File: src/rtl/vx_bits_pkg.sv
// Shared constants and helpers for the bit-field insert/remove stream.
// No ports: mode encodings and width helpers only.
package vx_bits_pkg;

  localparam logic BITS_MODE_INSERT = 1'b0;
  localparam logic BITS_MODE_REMOVE = 1'b1;

  function automatic int pos_w(input int n);
    return $clog2(n + 1);
  endfunction

  function automatic int up(input int s);
    return (s > 0) ? s : 1;
  endfunction

endpackage

File: src/rtl/vx_bits_insert_stream_if.sv
// Handshake bundle for vx_bits_insert_stream.
// master drives beats and ready_out; slave is the unit.
interface vx_bits_insert_stream_if #(
  parameter int N     = 8,
  parameter int S     = 4,
  parameter int LANES = 1,
  parameter int CNT_W = 32
);
  import vx_bits_pkg::*;

  localparam int PW = pos_w(N);
  localparam int W  = N + S;
  localparam int FW = up(S);

  logic                  valid_in;
  logic                  ready_in;
  logic                  mode_in;
  logic [PW-1:0]         pos_in;
  logic [LANES*W-1:0]    data_in;
  logic [LANES*FW-1:0]   field_in;
  logic                  valid_out;
  logic                  ready_out;
  logic [LANES*W-1:0]    data_out;
  logic [LANES*FW-1:0]   field_out;
  logic                  clamp_out;
  logic [CNT_W-1:0]      clamp_cnt;

  modport master (
    output valid_in, mode_in, pos_in,
    output data_in, field_in, ready_out,
    input  ready_in, valid_out, data_out,
    input  field_out, clamp_out, clamp_cnt
  );

  modport slave (
    input  valid_in, mode_in, pos_in,
    input  data_in, field_in, ready_out,
    output ready_in, valid_out, data_out,
    output field_out, clamp_out, clamp_cnt
  );

endinterface

File: src/rtl/vx_bits_shift_lane.sv
// Combinational single-lane field insert/remove shift/mask network.
// i_mode/i_pos/i_data/i_field in; o_data/o_field out.
module vx_bits_shift_lane
  import vx_bits_pkg::*;
#(
  parameter int N  = 8,
  parameter int S  = 4,
  parameter int PW = pos_w(N),
  parameter int W  = N + S,
  parameter int FW = up(S)
) (
  input  logic          i_mode,
  input  logic [PW-1:0] i_pos,
  input  logic [W-1:0]  i_data,
  input  logic [FW-1:0] i_field,
  output logic [W-1:0]  o_data,
  output logic [FW-1:0] o_field
);

  if (S == 0) begin : g_pass
    logic w_unused;
    assign w_unused = ^{i_mode, i_pos, i_field};
    assign o_data   = i_data;
    assign o_field  = '0;
  end else begin : g_net
    logic [W-1:0] w_lo;
    logic [W-1:0] w_d;
    logic [W-1:0] w_f;
    logic [W-1:0] w_ins;
    logic [W-1:0] w_rem;
    logic         w_rm;

    // w_lo selects the bits below the field position
    assign w_lo  = ~({W{1'b1}} << i_pos);
    assign w_d   = {{S{1'b0}}, i_data[N-1:0]};
    assign w_f   = {{N{1'b0}}, i_field};
    // upper part of d moves up by S to open the gap
    assign w_ins = (w_d & w_lo)
                 | (w_f << i_pos)
                 | ((w_d & ~w_lo) << S);
    // upper part of w moves down by S to close the gap
    assign w_rem = (i_data & w_lo)
                 | ((i_data >> S) & ~w_lo);
    assign w_rm  = (i_mode == BITS_MODE_REMOVE);

    assign o_data  = w_rm ? w_rem : w_ins;
    assign o_field = w_rm ? FW'(i_data >> i_pos) : '0;
  end

endmodule

File: src/rtl/vx_bits_insert_stream.sv
// Streaming multi-lane bit-field insert/remove with output reg + skid.
// clk, reset (async high), bus: slave side of the stream interface.
module vx_bits_insert_stream
  import vx_bits_pkg::*;
#(
  parameter int N     = 8,
  parameter int S     = 4,
  parameter int LANES = 1,
  parameter int CNT_W = 32
) (
  input logic clk,
  input logic reset,
  vx_bits_insert_stream_if.slave bus
);

  localparam int PW = pos_w(N);
  localparam int W  = N + S;
  localparam int FW = up(S);

  typedef struct packed {
    logic [LANES*W-1:0]  data;
    logic [LANES*FW-1:0] field;
    logic                clamp;
  } beat_t;

  logic                w_clamp;
  logic [PW-1:0]       w_pos;
  logic [LANES*W-1:0]  w_data;
  logic [LANES*FW-1:0] w_field;
  beat_t               w_beat;
  logic                w_acc;
  logic                w_drn;

  beat_t            r_or;
  beat_t            r_sk;
  logic             r_or_v;
  logic             r_sk_v;
  logic             r_rdy;
  logic [CNT_W-1:0] r_cnt;

  assign w_clamp = bus.pos_in > PW'(N);
  assign w_pos   = w_clamp ? PW'(N) : bus.pos_in;

  for (genvar l = 0; l < LANES; l++) begin : g_lane
    vx_bits_shift_lane #(
      .N (N),
      .S (S)
    ) u_lane (
      .i_mode  (bus.mode_in),
      .i_pos   (w_pos),
      .i_data  (bus.data_in[l*W +: W]),
      .i_field (bus.field_in[l*FW +: FW]),
      .o_data  (w_data[l*W +: W]),
      .o_field (w_field[l*FW +: FW])
    );
  end

  assign w_beat = {w_data, w_field, w_clamp};

  // r_rdy keeps ready_in low until the first edge after reset
  assign bus.ready_in  = r_rdy & ~r_sk_v;
  assign bus.valid_out = r_or_v;
  assign bus.data_out  = r_or.data;
  assign bus.field_out = r_or.field;
  assign bus.clamp_out = r_or.clamp;
  assign bus.clamp_cnt = r_cnt;

  assign w_acc = bus.valid_in & bus.ready_in;
  assign w_drn = r_or_v & bus.ready_out;

  always_ff @(posedge clk or posedge reset) begin
    if (reset) begin
      r_rdy  <= 1'b0;
      r_or_v <= 1'b0;
      r_sk_v <= 1'b0;
      r_or   <= '0;
      r_sk   <= '0;
    end else begin
      r_rdy <= 1'b1;
      // skid full implies no accept this cycle
      if (w_drn && r_sk_v) begin
        r_or   <= r_sk;
        r_sk_v <= 1'b0;
      end else if (w_acc && (!r_or_v || w_drn)) begin
        r_or   <= w_beat;
        r_or_v <= 1'b1;
      end else if (w_acc) begin
        r_sk   <= w_beat;
        r_sk_v <= 1'b1;
      end else if (w_drn) begin
        r_or_v <= 1'b0;
      end
    end
  end

  always_ff @(posedge clk or posedge reset) begin
    if (reset) begin
      r_cnt <= '0;
    end else if (w_acc && w_clamp && (r_cnt != '1)) begin
      r_cnt <= r_cnt + CNT_W'(1);
    end
  end

endmodule
File: src/flat_wrapper.sv
// flat-port wrapper written by rule: the top's interface ports become plain ports
module vx_bits_insert_stream_flat import vx_bits_pkg::*;
#(
  parameter int N     = 8,
  parameter int S     = 4,
  parameter int LANES = 1,
  parameter int CNT_W = 32
)
  (clk, reset, bus_valid_in, bus_mode_in, bus_pos_in, bus_data_in, bus_field_in, bus_ready_out, bus_ready_in, bus_valid_out, bus_data_out, bus_field_out, bus_clamp_out, bus_clamp_cnt);
  vx_bits_insert_stream_if #(.N(N), .S(S), .LANES(LANES), .CNT_W(CNT_W)) bus_i ();
  input logic clk;
  input logic reset;
  input wire logic [$bits(bus_i.valid_in)-1:0] bus_valid_in;
  input wire logic [$bits(bus_i.mode_in)-1:0] bus_mode_in;
  input wire logic [$bits(bus_i.pos_in)-1:0] bus_pos_in;
  input wire logic [$bits(bus_i.data_in)-1:0] bus_data_in;
  input wire logic [$bits(bus_i.field_in)-1:0] bus_field_in;
  input wire logic [$bits(bus_i.ready_out)-1:0] bus_ready_out;
  output wire logic [$bits(bus_i.ready_in)-1:0] bus_ready_in;
  output wire logic [$bits(bus_i.valid_out)-1:0] bus_valid_out;
  output wire logic [$bits(bus_i.data_out)-1:0] bus_data_out;
  output wire logic [$bits(bus_i.field_out)-1:0] bus_field_out;
  output wire logic [$bits(bus_i.clamp_out)-1:0] bus_clamp_out;
  output wire logic [$bits(bus_i.clamp_cnt)-1:0] bus_clamp_cnt;
  assign bus_i.valid_in = bus_valid_in;
  assign bus_i.mode_in = bus_mode_in;
  assign bus_i.pos_in = bus_pos_in;
  assign bus_i.data_in = bus_data_in;
  assign bus_i.field_in = bus_field_in;
  assign bus_i.ready_out = bus_ready_out;
  assign bus_ready_in = bus_i.ready_in;
  assign bus_valid_out = bus_i.valid_out;
  assign bus_data_out = bus_i.data_out;
  assign bus_field_out = bus_i.field_out;
  assign bus_clamp_out = bus_i.clamp_out;
  assign bus_clamp_cnt = bus_i.clamp_cnt;
  vx_bits_insert_stream #(.N(N), .S(S), .LANES(LANES), .CNT_W(CNT_W)) u_core (.clk(clk), .reset(reset), .bus(bus_i));
endmodule
File: config.mk
export PLATFORM = sky130hd
export DESIGN_NAME = vx_bits_insert_stream_flat
export DESIGN_NICKNAME = d
export VERILOG_FILES = /design/src/rtl/vx_bits_pkg.sv /design/src/rtl/vx_bits_insert_stream_if.sv /design/src/rtl/vx_bits_shift_lane.sv /design/src/rtl/vx_bits_insert_stream.sv /design/src/flat_wrapper.sv
export SDC_FILE = /design/constraint.sdc
export NUM_CORES = 1
export LEC_CHECK = 0
export ABC_AREA = 1
export CAP_MARGIN = 30
export CORE_MARGIN = 2
export CORE_UTILIZATION = 45
export DETAILED_ROUTE_END_ITERATION = 8
export PLACE_DENSITY = 0.69
export SLEW_MARGIN = 10
export SYNTH_ARGS = -nofsm -noshare
export SYNTH_HDL_FRONTEND = slang
export SYNTH_SLANG_ARGS = --single-unit
File: constraint.sdc
create_clock -name clk -period 2.4 [get_ports clk]
set_input_delay 0.48 -clock clk [delete_from_list [all_inputs] [get_ports clk]]
set_output_delay 0.48 -clock clk [all_outputs]
set_load 0.05 [all_outputs]
==> PnR_summary.wiki, run 1 <==
{| class="wikitable"
! Metric !! Value
|-
| Switching power summed over all nets || 0.00191 W
|-
| Fraction of final layout cells with drive strength greater than 1 || ~9%
|-
| Worst Min Path Start || u_core.r_sk[8]
|-
| Share of total power in the clock network || 20.6%
|-
| Final routed wirelength across all metal layers || approximately 14,000 um
|-
| Crit share post-route || a little over 90%
|-
| Worst setup margin || between 0.15 and 0.2 ns
|-
| Port-buffer cells || 75
|-
| Residual DRC || 0
|-
| Floorplan row count || 36
|-
| Max-cap violations || 0
|-
| TritonCTS clock tree || done
|-
| Starting utilization of the core area || a little under half
|-
| Ranking of synthesized cells by area || dfrtp_1 (38%), nand2_1 (27%), nor2_1 (5.4%)
|-
| Launching element of the worst setup path || u_core.r_sk_v
|-
| Primary FF master, synth || dfrtp_1
|-
| Standby leakage power || between 2 and 3 nW
|-
| Source of the worst register-to-register timing path || u_core.bus.clamp_cnt[0]
|-
| CTS Buf Count || 9
|-
| Unique cell type count in the Yosys netlist || 32
|-
| Iteration-0 DRC Markers || between 300 and 400
|-
| Antenna violations before repair || 0
|-
| Simple-gate area share of the yosys netlist || around 44%
|-
| Post-layout util || around three fifths
|-
| Fin nets || ~800
|-
| Largest net degree at the start of global routing || 70
|-
| Worst setup path class || register to output pin
|-
| GR Overflow Total || 0
|-
| Relative max-transition margin || approximately 64%
|-
| FILL cells || slightly below 1,000
|-
| Area fraction in compound gates after synthesis || between 7 and 8%
|-
| Fraction of synthesized cell area in xor and xnor cells || roughly 3.1%
|-
| Number of top-level pins || 76
|-
| DR WL met2 || between 6000 and 7000 um
|-
| Number of inserted diodes || 0
|-
| Yosys warning total || 0
|-
| Critical path data required time || ~1.9 ns
|-
| Total negative setup slack || 0 ns
|-
| Routed vias/inst || between 5 and 6
|-
| Worst-case setup slack after placement || 0.0219 ns
|-
| Capturing element type of the critical path || output pin
|-
| Shortest period the worst path allows || ~2.2 ns
|-
| Die outline width || 104 um
|-
| Synth async-reset ratio || 100%
|-
| Commonest cells post-synth || nand2_1 (324), dfrtp_1 (69), nor2_1 (65), nand3_1 (42), inv_1 (30)
|-
| Global-route total usage across every layer || a little over a quarter
|-
| Post-detailed-route wirelength per cell || 15.3 um
|-
| Tightest Pin Transition || roughly 0.54 ns
|-
| Number of sinks driven by the clock tree || between 60 and 70
|-
| Routability congestion estimate || roughly 0.94
|-
| Flip-flop and latch count after synthesis || 69
|-
| Most common cell in the netlist || nand2_1
|-
| Final count of negative-setup-slack endpoints || 0
|-
| Unrepaired setup endpoints after global routing || false
|-
| Type of the tightest min-delay check || register to register
|-
| DIE HEIGHT || between 100 and 150 um
|-
| Number of buffers inserted to repair setup after CTS || 0
|-
| Power share of the combinational group || 41.3%
|-
| Insertion delay of the later-clocked pin in the worst-skew pair || about 0.35 ns
|-
| Clock skew after layout || 0.00765 ns
|-
| Clk slew on worst S/H paths || about 0.08 ns
|-
| Detailed-placement wirelength estimate || about 11,000 um
|-
| Adder-cell share of the synthesized area || less than 1%
|-
| Core footprint || about 9700 um^2
|-
| Area used by sequential logic in the layout || between 1500 and 2000 um^2
|-
| DR WL met3 || approximately 830 um
|-
| Area delta synth->final || 27.1%
|-
| Depth of the CTS H-tree || 3
|-
| Number of flops mapped to enable cells by yosys || 0
|-
| Switch share || between 40% and 50%
|-
| Overall die area || ~11,000 um^2
|-
| Final Max Slew Viols || 0
|-
| Count of endpoints failing hold in the final timing report || 0
|-
| Iteration count of the initial detailed-routing pass || 5
|-
| Post-synthesis instance total || around 670
|-
| Number of buffers on the longest clock path || 2
|-
| Multi-input logic area || 2500 um^2
|-
| First-pass GRT wire length || around 23,000 um
|-
| Multiplexer share of the synthesized area || 0%
|-
| Synthesized area || around 4500 um^2
|-
| Worst Path Max Fanout || 4
|-
| CP startpoint kind || register
|-
| Total routed wire length on the met1 layer || ~6500 um
|-
| Worst vdd ir || 0.643 mV
|-
| Total of cells resized after clock tree synthesis || 0
|-
| Power density over the cells || 773 nW/um^2
|-
| Design internal power || 0.00250 W
|-
| Number of hold-repair buffers added at the cts stage || 0
|-
| Number of global-route vias before repair || ~4,600
|-
| Vias || about 4,700
|-
| Mapped Nets || 697
|-
| Post-route antenna net violation count || 0
|-
| CTS Root Cell || clkbuf_8
|-
| Main combinational cell family by area after synthesis || simple AND/OR/NAND/NOR gates
|-
| Run status || finished, final reports clean
|-
| Highest achievable clock rate || between 400 and 500 MHz
|-
| Mean Syn Cell Area || 6.68 um^2
|-
| Sequential cell area fraction in the yosys report || 38.5%
|-
| Fraction of post-synthesis cell area in the top cell type by area || 38.5%
|-
| Reg power frac || between 30 and 40%
|-
| Cell type with the largest total area after synthesis || dfrtp_1
|-
| Highest signal layer in the routed design || met4
|-
| Worst endpoint data arrival time || roughly 1.8 ns
|}
==> layer usage <==
layer,track usage (%),up-vias
li1,-,2328
met1,38.2,2206
met2,42.2,155
met3,4.28,18
met4,7.14,0
met5,0,-
==> cell usage in the layout, fill, tap and decap left out, types with 12 or more instances in the layout <==
master,netlist,final
nand3b_1,16,16
xor2_1,12,12
nand2_1,324,324
dfrtp_1,69,69
o21ai_0,17,17
inv_1,30,29
clkdlybuf4s50_1,0,75
nor2_1,65,65
nand3_1,42,42
a22oi_1,14,14
buf_4,6,25
==> registers in the layout, indices dropped and copies added, names as in the netlist <==
name and count:
u_core.bus.clamp_cnt 32, u_core.bus.clamp_out 1, u_core.bus.data_out 12, u_core.bus.field_out 4, u_core.bus.valid_out 1, u_core.r_rdy 1, u_core.r_sk 17, u_core.r_sk_v 1
==> per-stage QoR <==
stage,hold WS [ns],std cells,area (um^2),power [W]
floorplan,0.442,671,4490,0.00285
global placement,0.457,888,5520,0.00347
detailed placement,0.470,888,5520,0.00352
CTS,0.490,904,5700,0.00444
global route,0.511,904,5700,0.00465
finish,0.486,904,5700,0.00441
==> kinds of logic (layout without fill, tap and decap cells) <==
group | Yosys count | in the layout
compound gates | 57 | 57
xor+xnor | 16 | 16
fa+ha+maj | 1 | 1
buf+inv | 55 | 155
flops | 69 | 69
other cells | 1 | 1
simple gates | 472 | 472
==> critical path: stages, from the launching register on <==
cell and delay, ns:
dfrtp_1 0.43, nor2_2 0.16, clkdlybuf4s50_1 0.82
==> cell type report <==
class                      count  share of cell area, %
sequential                    69                   30.3
inverter                      37                   2.52
timing repair buffer         102                   17.2
multi-input combinational    547                   43.8
tap                          133                   2.92
clock inverter                 5                  0.614
clock buffer                  11                   2.66
==> path summary, 6_finish.rpt <==
kind	cells past startpoint	endpoint	slack, ns
setup / recovery	2	bus_ready_in	0.17
hold / removal	2	u_core.r_sk[8]	0.49
min in group asynchronous	3	u_core.r_sk[15]	0.54
setup reg to reg	10	u_core.bus.clamp_cnt[12]	0.56
max in group asynchronous	3	u_core.bus.clamp_cnt[12]	1.55
hold reg to reg	2	u_core.r_sk[8]	0.49
==> power groups by stage <==
stage	Sequential [W]	Combinational (W)	Clock [W]
3_3_place_gp	0.00167	0.00180	0
2_1_floorplan	0.00219	0.000665	0
4_1_cts	0.00167	0.00184	0.000928
6_report	0.00168	0.00182	0.000910
5_1_grt	0.00171	0.00197	0.000971
3_5_place_dp	0.00169	0.00183	0
(Power assumes the default switching activity.)
==> run 2: changes to the inputs <==
==> constraint.sdc (replaced) <==
create_clock -name clk -period 2.4 [get_ports clk]
set_input_delay 0.48 -clock clk [delete_from_list [all_inputs] [get_ports clk]]
set_output_delay 0.48 -clock clk [all_outputs]
set_load 0.02 [all_outputs]
==> results of run 2 <==
The final DEF is identical to that of run 1. Status: finished, final reports clean.
Among the figures that moved: setup slack after layout 0.170 ns -> 0.369 ns; total power 0.00441 W -> 0.00404 W; worst IR drop on VDD 0.643 mV -> 0.560 mV
